### config.mk
export PLATFORM = sky130hd
export DESIGN_NAME = load_store_unit
export DESIGN_NICKNAME = d
export VERILOG_FILES = /design/src/rtl/lsu_pkg.sv /design/src/rtl/lsu_lane_align.sv /design/src/rtl/load_store_unit.sv
export SDC_FILE = /design/constraint.sdc
export NUM_CORES = 1
export LEC_CHECK = 0
export ABC_AREA = 1
export CAP_MARGIN = 20
export CELL_PAD_IN_SITES_DETAIL_PLACEMENT = 2
export CELL_PAD_IN_SITES_GLOBAL_PLACEMENT = 2
export CORE_ASPECT_RATIO = 0.7
export CORE_UTILIZATION = 24
export DETAILED_ROUTE_END_ITERATION = 12
export PLACE_DENSITY = 0.85
export RECOVER_POWER = 25
export SLEW_MARGIN = 10
export SYNTH_ARGS = -nofsm -noshare
export SYNTH_HDL_FRONTEND = slang
export SYNTH_SLANG_ARGS = --single-unit
### constraint.sdc
create_clock -name clk -period 4.1 [get_ports clk]
set_input_delay 0.615 -clock clk [delete_from_list [all_inputs] [get_ports clk]]
set_output_delay 0.615 -clock clk [all_outputs]
set_load 0.005 [all_outputs]
### src/rtl/lsu_pkg.sv
// Shared definitions for the load/store unit: funct3 codes, FSM encoding and
// the operation-legality helper.
package lsu_pkg;

    localparam int unsigned XLEN_W = 32;
    localparam int unsigned BE_W   = 4;
    localparam int unsigned F3_W   = 3;

    localparam logic [F3_W-1:0] F3_LB  = 3'b000;
    localparam logic [F3_W-1:0] F3_LH  = 3'b001;
    localparam logic [F3_W-1:0] F3_LW  = 3'b010;
    localparam logic [F3_W-1:0] F3_LBU = 3'b100;
    localparam logic [F3_W-1:0] F3_LHU = 3'b101;
    localparam logic [F3_W-1:0] F3_SB  = 3'b000;
    localparam logic [F3_W-1:0] F3_SH  = 3'b001;
    localparam logic [F3_W-1:0] F3_SW  = 3'b010;

    typedef enum logic [1:0] {
        ST_IDLE = 2'd0,
        ST_REQ  = 2'd1,
        ST_DONE = 2'd2
    } lsu_state_e;

    // Exactly one of read/write must be set, and funct3 must name a width that op supports.
    function automatic logic lsu_illegal(input logic rd, input logic wr, input logic [F3_W-1:0] f3);
        logic ld_ok;
        logic st_ok;
        ld_ok = (f3 == F3_LB) || (f3 == F3_LH) || (f3 == F3_LW) ||
                (f3 == F3_LBU) || (f3 == F3_LHU);
        st_ok = (f3 == F3_SB) || (f3 == F3_SH) || (f3 == F3_SW);
        return (rd == wr) || (rd && !ld_ok) || (wr && !st_ok);
    endfunction

endpackage

### src/rtl/lsu_lane_align.sv
// Byte-lane steering for the data bus: store enables/replicated data, load
// extraction with sign/zero extension, and the alignment check.
module lsu_lane_align
    import lsu_pkg::*;
(
    input  logic [F3_W-1:0]   funct3,
    input  logic [1:0]        off,
    input  logic              is_store,
    input  logic [XLEN_W-1:0] rs2_data,
    input  logic [XLEN_W-1:0] rdata,
    output logic [BE_W-1:0]   be_c,
    output logic [XLEN_W-1:0] wdata_c,
    output logic [XLEN_W-1:0] load_c,
    output logic              misaligned_c
);

    logic [7:0]  byte_v;
    logic [15:0] half_v;

    assign byte_v = 8'(rdata >> {off, 3'b000});
    assign half_v = off[1] ? rdata[31:16] : rdata[15:0];

    // funct3[1:0] selects width, funct3[2] selects zero extension for loads.
    always_comb begin
        be_c         = 4'b1111;
        wdata_c      = rs2_data;
        load_c       = rdata;
        misaligned_c = 1'b0;
        case (funct3[1:0])
            2'b00: begin
                if (is_store) begin
                    be_c    = 4'b0001 << off;
                    wdata_c = {4{rs2_data[7:0]}};
                end
                load_c = funct3[2] ? {24'b0, byte_v} : {{24{byte_v[7]}}, byte_v};
            end
            2'b01: begin
                misaligned_c = off[0];
                if (is_store) begin
                    be_c    = 4'b0011 << off;
                    wdata_c = {2{rs2_data[15:0]}};
                end
                load_c = funct3[2] ? {16'b0, half_v} : {{16{half_v[15]}}, half_v};
            end
            default: begin
                misaligned_c = |off;
            end
        endcase
    end

endmodule

### src/rtl/load_store_unit.sv
// RV32I memory-access stage: one handshaked data-bus transaction per start.
// Optional request timeout enabled by defining LSU_TIMEOUT_EN.
module load_store_unit
    import lsu_pkg::*;
#(
    parameter int unsigned XLEN           = 32,
    parameter int unsigned TIMEOUT_CYCLES = 255
) (
    input  logic            clk,
    input  logic            rst,
    input  logic            start,
    input  logic            mem_read,
    input  logic            mem_write,
    input  logic [2:0]      funct3,
    input  logic [XLEN-1:0] alu_result,
    input  logic [XLEN-1:0] rs2_data,
    output logic            busy,
    output logic            done,
    output logic [XLEN-1:0] load_data,
    output logic            misaligned,
    output logic            illegal_op,
    output logic            bus_error,
    output logic            dmem_req,
    output logic            dmem_we,
    output logic [XLEN-1:0] dmem_addr,
    output logic [XLEN-1:0] dmem_wdata,
    output logic [3:0]      dmem_be,
    input  logic            dmem_ready,
    input  logic [XLEN-1:0] dmem_rdata
);

    lsu_state_e state_q, state_d;

    logic            busy_q, busy_d;
    logic            done_q, done_d;
    logic            req_q, req_d;
    logic            we_q, we_d;
    logic            mis_q, mis_d;
    logic            ill_q, ill_d;
    logic            berr_q, berr_d;
    logic [XLEN-1:0] load_q, load_d;
    logic [XLEN-1:0] addr_q, addr_d;
    logic [XLEN-1:0] wdata_q, wdata_d;
    logic [3:0]      be_q, be_d;
    logic [2:0]      f3_q, f3_d;
    logic [1:0]      off_q, off_d;
    logic            is_load_q, is_load_d;

`ifdef LSU_TIMEOUT_EN
    localparam int unsigned TMO_W = ($clog2(TIMEOUT_CYCLES + 1) > 8) ?
                                    $clog2(TIMEOUT_CYCLES + 1) : 8;
    logic [TMO_W-1:0] tmo_q, tmo_d;
`endif

    logic            in_idle_c;
    logic [2:0]      al_f3_c;
    logic [1:0]      al_off_c;
    logic [3:0]      be_c;
    logic [XLEN-1:0] wdata_c;
    logic [XLEN-1:0] load_c;
    logic            mis_c;
    logic            ill_c;

    // Lane logic sees live inputs while deciding in IDLE, captured ones while extracting in REQ.
    assign in_idle_c = (state_q == ST_IDLE);
    assign al_f3_c   = in_idle_c ? funct3 : f3_q;
    assign al_off_c  = in_idle_c ? alu_result[1:0] : off_q;
    assign ill_c     = lsu_illegal(mem_read, mem_write, funct3);

    lsu_lane_align u_align (
        .funct3       (al_f3_c),
        .off          (al_off_c),
        .is_store     (mem_write & ~mem_read),
        .rs2_data     (rs2_data),
        .rdata        (dmem_rdata),
        .be_c         (be_c),
        .wdata_c      (wdata_c),
        .load_c       (load_c),
        .misaligned_c (mis_c)
    );

    always_comb begin
        state_d   = state_q;
        busy_d    = busy_q;
        done_d    = done_q;
        req_d     = req_q;
        we_d      = we_q;
        mis_d     = mis_q;
        ill_d     = ill_q;
        berr_d    = berr_q;
        load_d    = load_q;
        addr_d    = addr_q;
        wdata_d   = wdata_q;
        be_d      = be_q;
        f3_d      = f3_q;
        off_d     = off_q;
        is_load_d = is_load_q;
`ifdef LSU_TIMEOUT_EN
        tmo_d     = tmo_q;
`endif
        case (state_q)
            ST_IDLE: begin
                if (start) begin
                    f3_d      = funct3;
                    off_d     = alu_result[1:0];
                    is_load_d = mem_read & ~mem_write;
                    busy_d    = 1'b1;
                    ill_d     = 1'b0;
                    mis_d     = 1'b0;
                    berr_d    = 1'b0;
                    load_d    = '0;
                    if (ill_c) begin
                        ill_d   = 1'b1;
                        done_d  = 1'b1;
                        state_d = ST_DONE;
                    end else if (mis_c) begin
                        mis_d   = 1'b1;
                        done_d  = 1'b1;
                        state_d = ST_DONE;
                    end else begin
                        req_d   = 1'b1;
                        we_d    = mem_write;
                        addr_d  = {alu_result[XLEN-1:2], 2'b00};
                        wdata_d = wdata_c;
                        be_d    = be_c;
                        state_d = ST_REQ;
`ifdef LSU_TIMEOUT_EN
                        tmo_d   = '0;
`endif
                    end
                end
            end
            ST_REQ: begin
                if (dmem_ready) begin
                    req_d   = 1'b0;
                    we_d    = 1'b0;
                    done_d  = 1'b1;
                    load_d  = is_load_q ? load_c : '0;
                    state_d = ST_DONE;
                end
`ifdef LSU_TIMEOUT_EN
                // A ready arriving on the limit cycle is taken by the branch above.
                else if (tmo_q + TMO_W'(1) == TMO_W'(TIMEOUT_CYCLES)) begin
                    req_d   = 1'b0;
                    we_d    = 1'b0;
                    berr_d  = 1'b1;
                    done_d  = 1'b1;
                    load_d  = '0;
                    state_d = ST_DONE;
                end else begin
                    tmo_d = tmo_q + TMO_W'(1);
                end
`endif
            end
            ST_DONE: begin
                done_d  = 1'b0;
                busy_d  = 1'b0;
                state_d = ST_IDLE;
            end
            default: begin
                state_d = ST_IDLE;
            end
        endcase
    end

    always_ff @(posedge clk or posedge rst) begin
        if (rst) begin
            state_q   <= ST_IDLE;
            busy_q    <= 1'b0;
            done_q    <= 1'b0;
            req_q     <= 1'b0;
            we_q      <= 1'b0;
            mis_q     <= 1'b0;
            ill_q     <= 1'b0;
            berr_q    <= 1'b0;
            load_q    <= '0;
            addr_q    <= '0;
            wdata_q   <= '0;
            be_q      <= '0;
            f3_q      <= '0;
            off_q     <= '0;
            is_load_q <= 1'b0;
`ifdef LSU_TIMEOUT_EN
            tmo_q     <= '0;
`endif
        end else begin
            state_q   <= state_d;
            busy_q    <= busy_d;
            done_q    <= done_d;
            req_q     <= req_d;
            we_q      <= we_d;
            mis_q     <= mis_d;
            ill_q     <= ill_d;
            berr_q    <= berr_d;
            load_q    <= load_d;
            addr_q    <= addr_d;
            wdata_q   <= wdata_d;
            be_q      <= be_d;
            f3_q      <= f3_d;
            off_q     <= off_d;
            is_load_q <= is_load_d;
`ifdef LSU_TIMEOUT_EN
            tmo_q     <= tmo_d;
`endif
        end
    end

    assign busy       = busy_q;
    assign done       = done_q;
    assign load_data  = load_q;
    assign misaligned = mis_q;
    assign illegal_op = ill_q;
    assign bus_error  = berr_q;
    assign dmem_req   = req_q;
    assign dmem_we    = we_q;
    assign dmem_addr  = addr_q;
    assign dmem_wdata = wdata_q;
    assign dmem_be    = be_q;

endmodule

==> metrics, run 1 <==
max-cap violation count=1; initial antenna violation count=0; Max VDD drop=0.2309 mV; Async SR Flop Fraction=1.000; cts repair resizes=0; CTS tree=built; worst slew pin tran=around 2.5 ns; outcome=complete, but fails checks; first-pass GRT wire length=35.61 mm; clock slew at reported path FFs=0.08 ns; number of vias per cell=4.499; Net Sw Frac=0.4023; reg-to-reg critical path startpoint=state_q[0]$_DFFE_PP0P_; CP Data Arrival Time=~3.2 ns; f_max=0.3449 GHz; fraction of layout cells with a size suffix above 1=0.05527; Yosys reg bits=about 110; Clock power frac=0.185; mapped cell area=0.005699 mm2; Seq/Total Area, Yosys=0.4918; Slew headroom=-0.6631; final WL=roughly 23 mm; dpl cell area=0.008039 mm2; largest net degree at the start of global routing=between 50 and 60; DRC errors left=0; cts bufs inserted=9; R2R setup slack=1.20 ns; First DRT Iteration DRCs=between 150 and 200; setup TNS=0 ns; routed length per instance=roughly 18 um; min-delay src=dmem_wdata[2]$_DFFE_PP0P_; Comb power frac=0.485; design area=0.008358 mm2; total grt overflow=0; Max clock buf depth=2; Port Buffer Count=around 210; Layout area overhead=46.65%; Layout Nets=1065; crit start category=register; Clk Latency, worst-skew pair=0.35 ns; post-route ant nets=0; # rows=46; power per standard cell area=618.3 mW/mm2; post-cts hold buffer count=0; CP max FO=57; Mapped Cells=about 760; P_sw=2.079 mW; unrepaired setup endpoints after global routing=false; endpoints failing setup=0; dpl hpwl=17.73 mm; Lkg Pwr=4.177 nW; IO Pins=212; core footprint=0.02296 mm2; Die Y-Extent=130.9 um; endpoint class of the critical path=register; first-pass detailed-route iteration total=4; Final Hold Viols=0; clock root cell=clkbuf_16; Final Skew=0.01135 ns; Chip Width=186.2 um; Slew Viols, Final=50; H-tree depth=3; Synth cell types=31; commonest non-fill, non-tap cells in the layout=nand2_1, clkdlybuf4s50_1, dfrtp_1, o21ai_0, inv_1; vias=5723; fin crit share=0.7072; clock sinks=approximately 110; YS warnings=0; min-delay worst type=reg -> reg; Hold Path Sink=dmem_wdata[2]$_DFFE_PP0P_; reg2reg path depth=11; Tmin final=2.899 ns; Tot GR Track Use=0.1936; post-CTS setup buffer count=0; failing checks=capacitance limit, slew limit; most common cell after layout, fill and taps aside=nand2_1; Initial Utilization=0.2482; vias in the first global route=6195; Die Area=0.02438 mm2; Synth Flop Type=dfrtp_1; CP Class=reg -> reg; terminus of the critical flop-to-flop path=dmem_wdata[26]$_DFFE_PP0P_; Cell Int Power=3.089 mW; Flop pwr share=0.331; Worst EP required=around 4.4 ns; hold path depth=2; Post-Syn Area per Cell=between 7 and 8 um2; RD Place Congestion=0.7882; number of synthesized flops with an enable pin=0
[metal layers]
metal | global-route usage | vias up | share of wire
met2 | 0.3132 | 139 | 0.45
met5 | 0 | - | 0
li1 | - | 2750 | -
met3 | 0.04989 | 11 | 0.064
met4 | 0.03086 | 0 | 0.0057
met1 | 0.2642 | 2823 | 0.48
[registers in the layout, summed over array words and instances, names as in the netlist, 2 cells and up]
name and flops:
off_q 2, state_q 2, dmem_addr 30, dmem_be 4, load_data 32, f3_q 3, dmem_wdata 32
[cell families (layout without fill, tap and decap cells)]
family                     after synthesis  count (layout)  synth area share
other                                    1               4         0.0006580
adders and majority gates                6               6           0.01317
buffers and inverters                  111             305           0.08935
AOI/OAI and AO/OA                      134             134            0.1227
DFF                                    112             112            0.4918
and+or+nand+nor                        399             399            0.2823
[stage by stage]
stage	hold WS (ns)	std cells	util	setup slack [ns]	total power [mW]
2_1_floorplan	0.4479	765	-	0.5260	2.972
3_3_place_gp	0.4538	1255	0.3501	1.066	4.162
3_5_place_dp	0.4596	1255	0.3501	0.8944	4.280
4_1_cts	0.4797	1271	0.3639	1.168	5.277
5_1_grt	0.5017	1271	0.3638	0.8458	5.576
6_report	0.4714	1272	0.3640	1.201	5.168
[cells in the mapped netlist, types with 4 or more instances]
cell type / n / area (um2)
o2111ai_1: 4 / 35.03
inv_1: 67 / 251.5
nor2_1: 34 / 127.6
buf_2: 13 / 65.06
buf_4: 10 / 75.07
dfrtp_1: 112 / 2803
ha_1: 6 / 75.07
buf_6: 5 / 56.30
nand3_1: 14 / 70.07
o21ai_1: 16 / 80.08
a21oi_1: 20 / 100.1
or2_2: 7 / 43.79
nand2_1: 330 / 1239
clkbuf_1: 13 / 48.80
nand2_2: 5 / 31.28
o21ai_0: 88 / 440.4
[how the worst max path moves through the flow]
| stage | start | end | slack, ns | cells past startpoint |
|---|---|---|---|---|
| detailed placement | funct3[0] | dmem_wdata[24]$_DFFE_PP0P_ | 0.89 | 12 |
| CTS | state_q[0]$_DFFE_PP0P_ | dmem_wdata[26]$_DFFE_PP0P_ | 1.17 | 11 |
| finish | state_q[0]$_DFFE_PP0P_ | dmem_wdata[26]$_DFFE_PP0P_ | 1.20 | 11 |
| global placement | funct3[0] | dmem_wdata[26]$_DFFE_PP0P_ | 1.07 | 12 |
| floorplan | rst | busy$_DFFE_PP0P_ | 0.53 | 1 |
| global route | state_q[0]$_DFFE_PP0P_ | dmem_wdata[26]$_DFFE_PP0P_ | 0.85 | 11 |
[power by group through the flow]
stage,combinational (mW),clock [mW],sequential [mW]
finish,2.50,0.954,1.71
global route,2.80,1.03,1.75
CTS,2.56,1.00,1.72
detailed placement,2.55,0,1.73
global placement,2.45,0,1.72
floorplan,1.25,0,1.72
[area by class of cell]
| type | instances | area (um2) |
|---|---|---|
| well taps | 312 | 390.4 |
| inverters | 69 | 260.3 |
| fillers | 2647 | 14610 |
| diodes | 1 | 2.502 |
| clock buffers | 11 | 252.7 |
| repair buffers | 220 | 2185 |
| flip-flops and latches | 112 | 2803 |
| multi-input cells | 542 | 2400 |
| clock inverters | 5 | 65.06 |
[worst max-delay path, stage by stage (launching register included)]
cell and delay, ns:
dfrtp_1 0.44, nor2_2 0.42, nand2_2 0.11, nand2_2 0.37, nor2_1 0.10, buf_4 0.19
nand2_1 0.08, nand2_2 0.08, nor2_4 0.10, buf_4 0.51, o21ai_0 0.22, o21ai_1 0.17
(Power assumes the default switching activity.)
==> run 2, diff against run 1 <==
Settings changed: CORE_UTILIZATION 24 to 22, PLACE_DENSITY 0.85 to 0.83.
Clock period 4.1 ns to 2.6 ns, I/O delays scaled along.
==> metrics, run 2 (same netlist as run 1, synthesis figures left out) <==
reg2reg path depth=11 (unchanged); crit start category=register; WP buf/inv=3 (+1); Slew Viols, Final=58 (+16%); initial antenna violation count=2 (+2); post-CTS setup buffer count=0 (unchanged); worst slew pin tran=1.534 ns (-0.9471 ns); fin crit share=0.8952 (+0.1880); clock root cell=clkbuf_16; Layout area overhead=47.77%; Max clock buf depth=2 (unchanged); Max stage delay on crit path=0.43 ns (-0.08 ns); power per standard cell area=966.8 mW/mm2 (+56%); routed length per instance=17.81 um (-2.2%); met2 routed WL=10.19 mm (-2.2%); Finished Layout Cells=1296 (+1.9%); final WL=23.09 mm (-0.38%); largest net degree at the start of global routing=68 (+17%); failing checks=capacitance limit, slew limit; Chip Width=194.4 um (+4.4%); CP Data Arrival Time=2.62 ns (-0.55 ns); terminus of the critical flop-to-flop path=dmem_wdata[24]$_DFFE_PP0P_; Clock power frac=0.167 (-0.018); R2R setup slack=0.27 ns (-0.93 ns); commonest non-fill, non-tap cells in the layout=nand2_1, clkdlybuf4s50_1, dfrtp_1, o21ai_0, inv_1; P_sw=3.252 mW (+56%); Final Skew=0.008401 ns (-0.002946 ns); post-cts hold buffer count=0 (unchanged); wl on met1=11.61 mm (+4.1%); Slew headroom=-0.02262 (+0.6405); DR top layer=met5; Lkg Pwr=4.213 nW (+0.85%); dpl hpwl=17.38 mm (-1.9%); IO Pins=212 (unchanged); Layout fillers=2900 (+9.6%); Layout Nets=1077 (+1.1%); number of vias per cell=4.470 (-0.65%); Tmin final=2.328 ns (-0.5719 ns); clock slew at reported path FFs=0.08 ns (about the same); Flop pwr share=0.331 (about the same); min-delay worst type=in -> async; Die Y-Extent=136.7 um (+4.4%); total power draw=8.142 mW (+58%); Clk Latency, worst-skew pair=0.36 ns (about the same); core footprint=0.02504 mm2 (+9.1%); fraction of layout cells with a size suffix above 1=0.06186 (+0.006590); metal3 WL=1.032 mm (-30%); Min Hold Slack=0.4192 ns (-0.05213 ns); Placed Cells=1280 (+2.0%); most common cell after layout, fill and taps aside=nand2_1; slowest CP cell=dfrtp_1; Die Area=0.02656 mm2 (+9.0%); Cell Int Power=4.890 mW (+58%); DRC errors left=0 (unchanged); post-route ant nets=0 (unchanged); endpoint class of the critical path=register; endpoints failing setup=0 (unchanged); Final Hold Viols=0 (unchanged); # rows=48 (+4.3%); max-cap violation count=1 (unchanged); total grt overflow=0 (unchanged); reg-to-reg critical path startpoint=state_q[1]$_DFFE_PP0P_; Port Buffer Count=208 (unchanged); RD Place Congestion=0.7631 (-3.2%); Net Sw Frac=0.3994 (-0.002894); cts bufs inserted=9 (unchanged); H-tree depth=3 (unchanged); vias=5793 (+1.2%); cts repair resizes=0 (unchanged); clock sinks=112 (unchanged); Max VDD drop=0.3435 mV (+49%); f_max=0.4296 GHz (+25%); setup TNS=0 ns (unchanged); outcome=complete, but fails checks; unrepaired setup endpoints after global routing=false; largest delay contributor family on the critical path=simple AND/OR/NAND/NOR gates; first-pass GRT wire length=36.10 mm (+1.4%); Tot GR Track Use=0.1779 (-0.01573); fin util=0.3363 (-0.02767); first-pass detailed-route iteration total=4 (unchanged); vias in the first global route=6369 (+2.8%); Initial Utilization=0.2276 (-0.02061); Comb power frac=0.502 (+0.017); First DRT Iteration DRCs=217 (+11%); CTS tree=built; Crit path top cell by count=nand2_1; CP max FO=57 (unchanged); CP Class=reg -> reg; Worst EP required=2.89 ns (-1.48 ns); crit path cell chain=nor2_2 -> nand2_1 -> o21ai_2 -> buf_4 -> inv_2 -> nand2_1 -> nand2_2 -> nor2_4 -> buf_12 -> o21ai_0 -> o21ai_1
==> run 2: cell count changes in the layout (fill, tap and decap cells not counted) <==
| cell | delta |
|---|---|
| clkbuf_1 | +4 |
| buf_4 | +9 |
| bufinv_16 | -1 |
| clkinv_4 | -4 |
| clkbuf_2 | +2 |
| buf_12 | +1 |
==> run 2: worst max path at each step <==
| stage | slack [ns] | startpoint | endpoint | cells after the start |
|---|---|---|---|---|
| finish | 0.27 | state_q[1]$_DFFE_PP0P_ | dmem_wdata[24]$_DFFE_PP0P_ | 11 |
| global route | 0.06 | state_q[1]$_DFFE_PP0P_ | dmem_wdata[24]$_DFFE_PP0P_ | 11 |
| CTS | 0.23 | state_q[1]$_DFFE_PP0P_ | dmem_wdata[24]$_DFFE_PP0P_ | 11 |
| detailed placement | 0.12 | mem_read | dmem_wdata[24]$_DFFE_PP0P_ | 9 |
| global placement | 0.20 | mem_read | dmem_wdata[25]$_DFFE_PP0P_ | 9 |
| floorplan | 0.45 | state_q[1]$_DFFE_PP0P_ | dmem_addr[10]$_DFFE_PP0P_ | 14 |
==> run 2: worst reg2reg max path: stages, from the launching register on <==
cell	delay, ns
dfrtp_1	0.43
nor2_2	0.43
nand2_1	0.15
o21ai_2	0.10
buf_4	0.18
inv_2	0.07
nand2_1	0.08
nand2_2	0.09
nor2_4	0.13
buf_12	0.25
o21ai_0	0.20
o21ai_1	0.15
==> run 2: per-stage QoR <==
step / instance area [um2] / worst slack (ns)
floorplan: 5710 / 0.4496
global placement: 8184 / 0.1971
detailed placement: 8184 / 0.1204
CTS: 8452 / 0.2307
global route: 8422 / 0.05885
finish: 8422 / 0.2724
==> run 2: power groups by stage <==
stage / Sequential, mW / Clock (mW) / Combinational [mW]
floorplan: 2.71 / 0 / 1.98
global placement: 2.69 / 0 / 4.03
detailed placement: 2.73 / 0 / 4.17
CTS: 2.70 / 1.43 / 4.19
global route: 2.77 / 1.48 / 4.55
finish: 2.69 / 1.36 / 4.09
==> run 2: layer usage <==
| layer | GRT usage | up-vias |
|---|---|---|
| met1 | 0.2468 | 2883 |
| met3 | 0.04510 | 17 |
| met4 | 0.04718 | 2 |
| li1 | - | 2761 |
| met2 | 0.2742 | 130 |
| met5 | 0 | - |
==> run 2: layout make-up <==
type | instances | area [um2] | share of cell area
Clock buffer | 15 | 267.8 | 0.03179
Multi-Input combinational cell | 542 | 2400 | 0.2849
Antenna cell | 1 | 2.502 | 0.0002971
Tap cell | 325 | 406.6 | 0.04828
Sequential cell | 112 | 2803 | 0.3328
Timing Repair Buffer | 232 | 2282 | 0.2710
Inverter | 69 | 260.3 | 0.03090
==> run 3, diff against run 2 <==
Settings changed: SKIP_CTS_REPAIR_TIMING set to 1.
==> results of run 3 <==
Same layout as run 2: the final DEF is identical, and so are final timing and power.
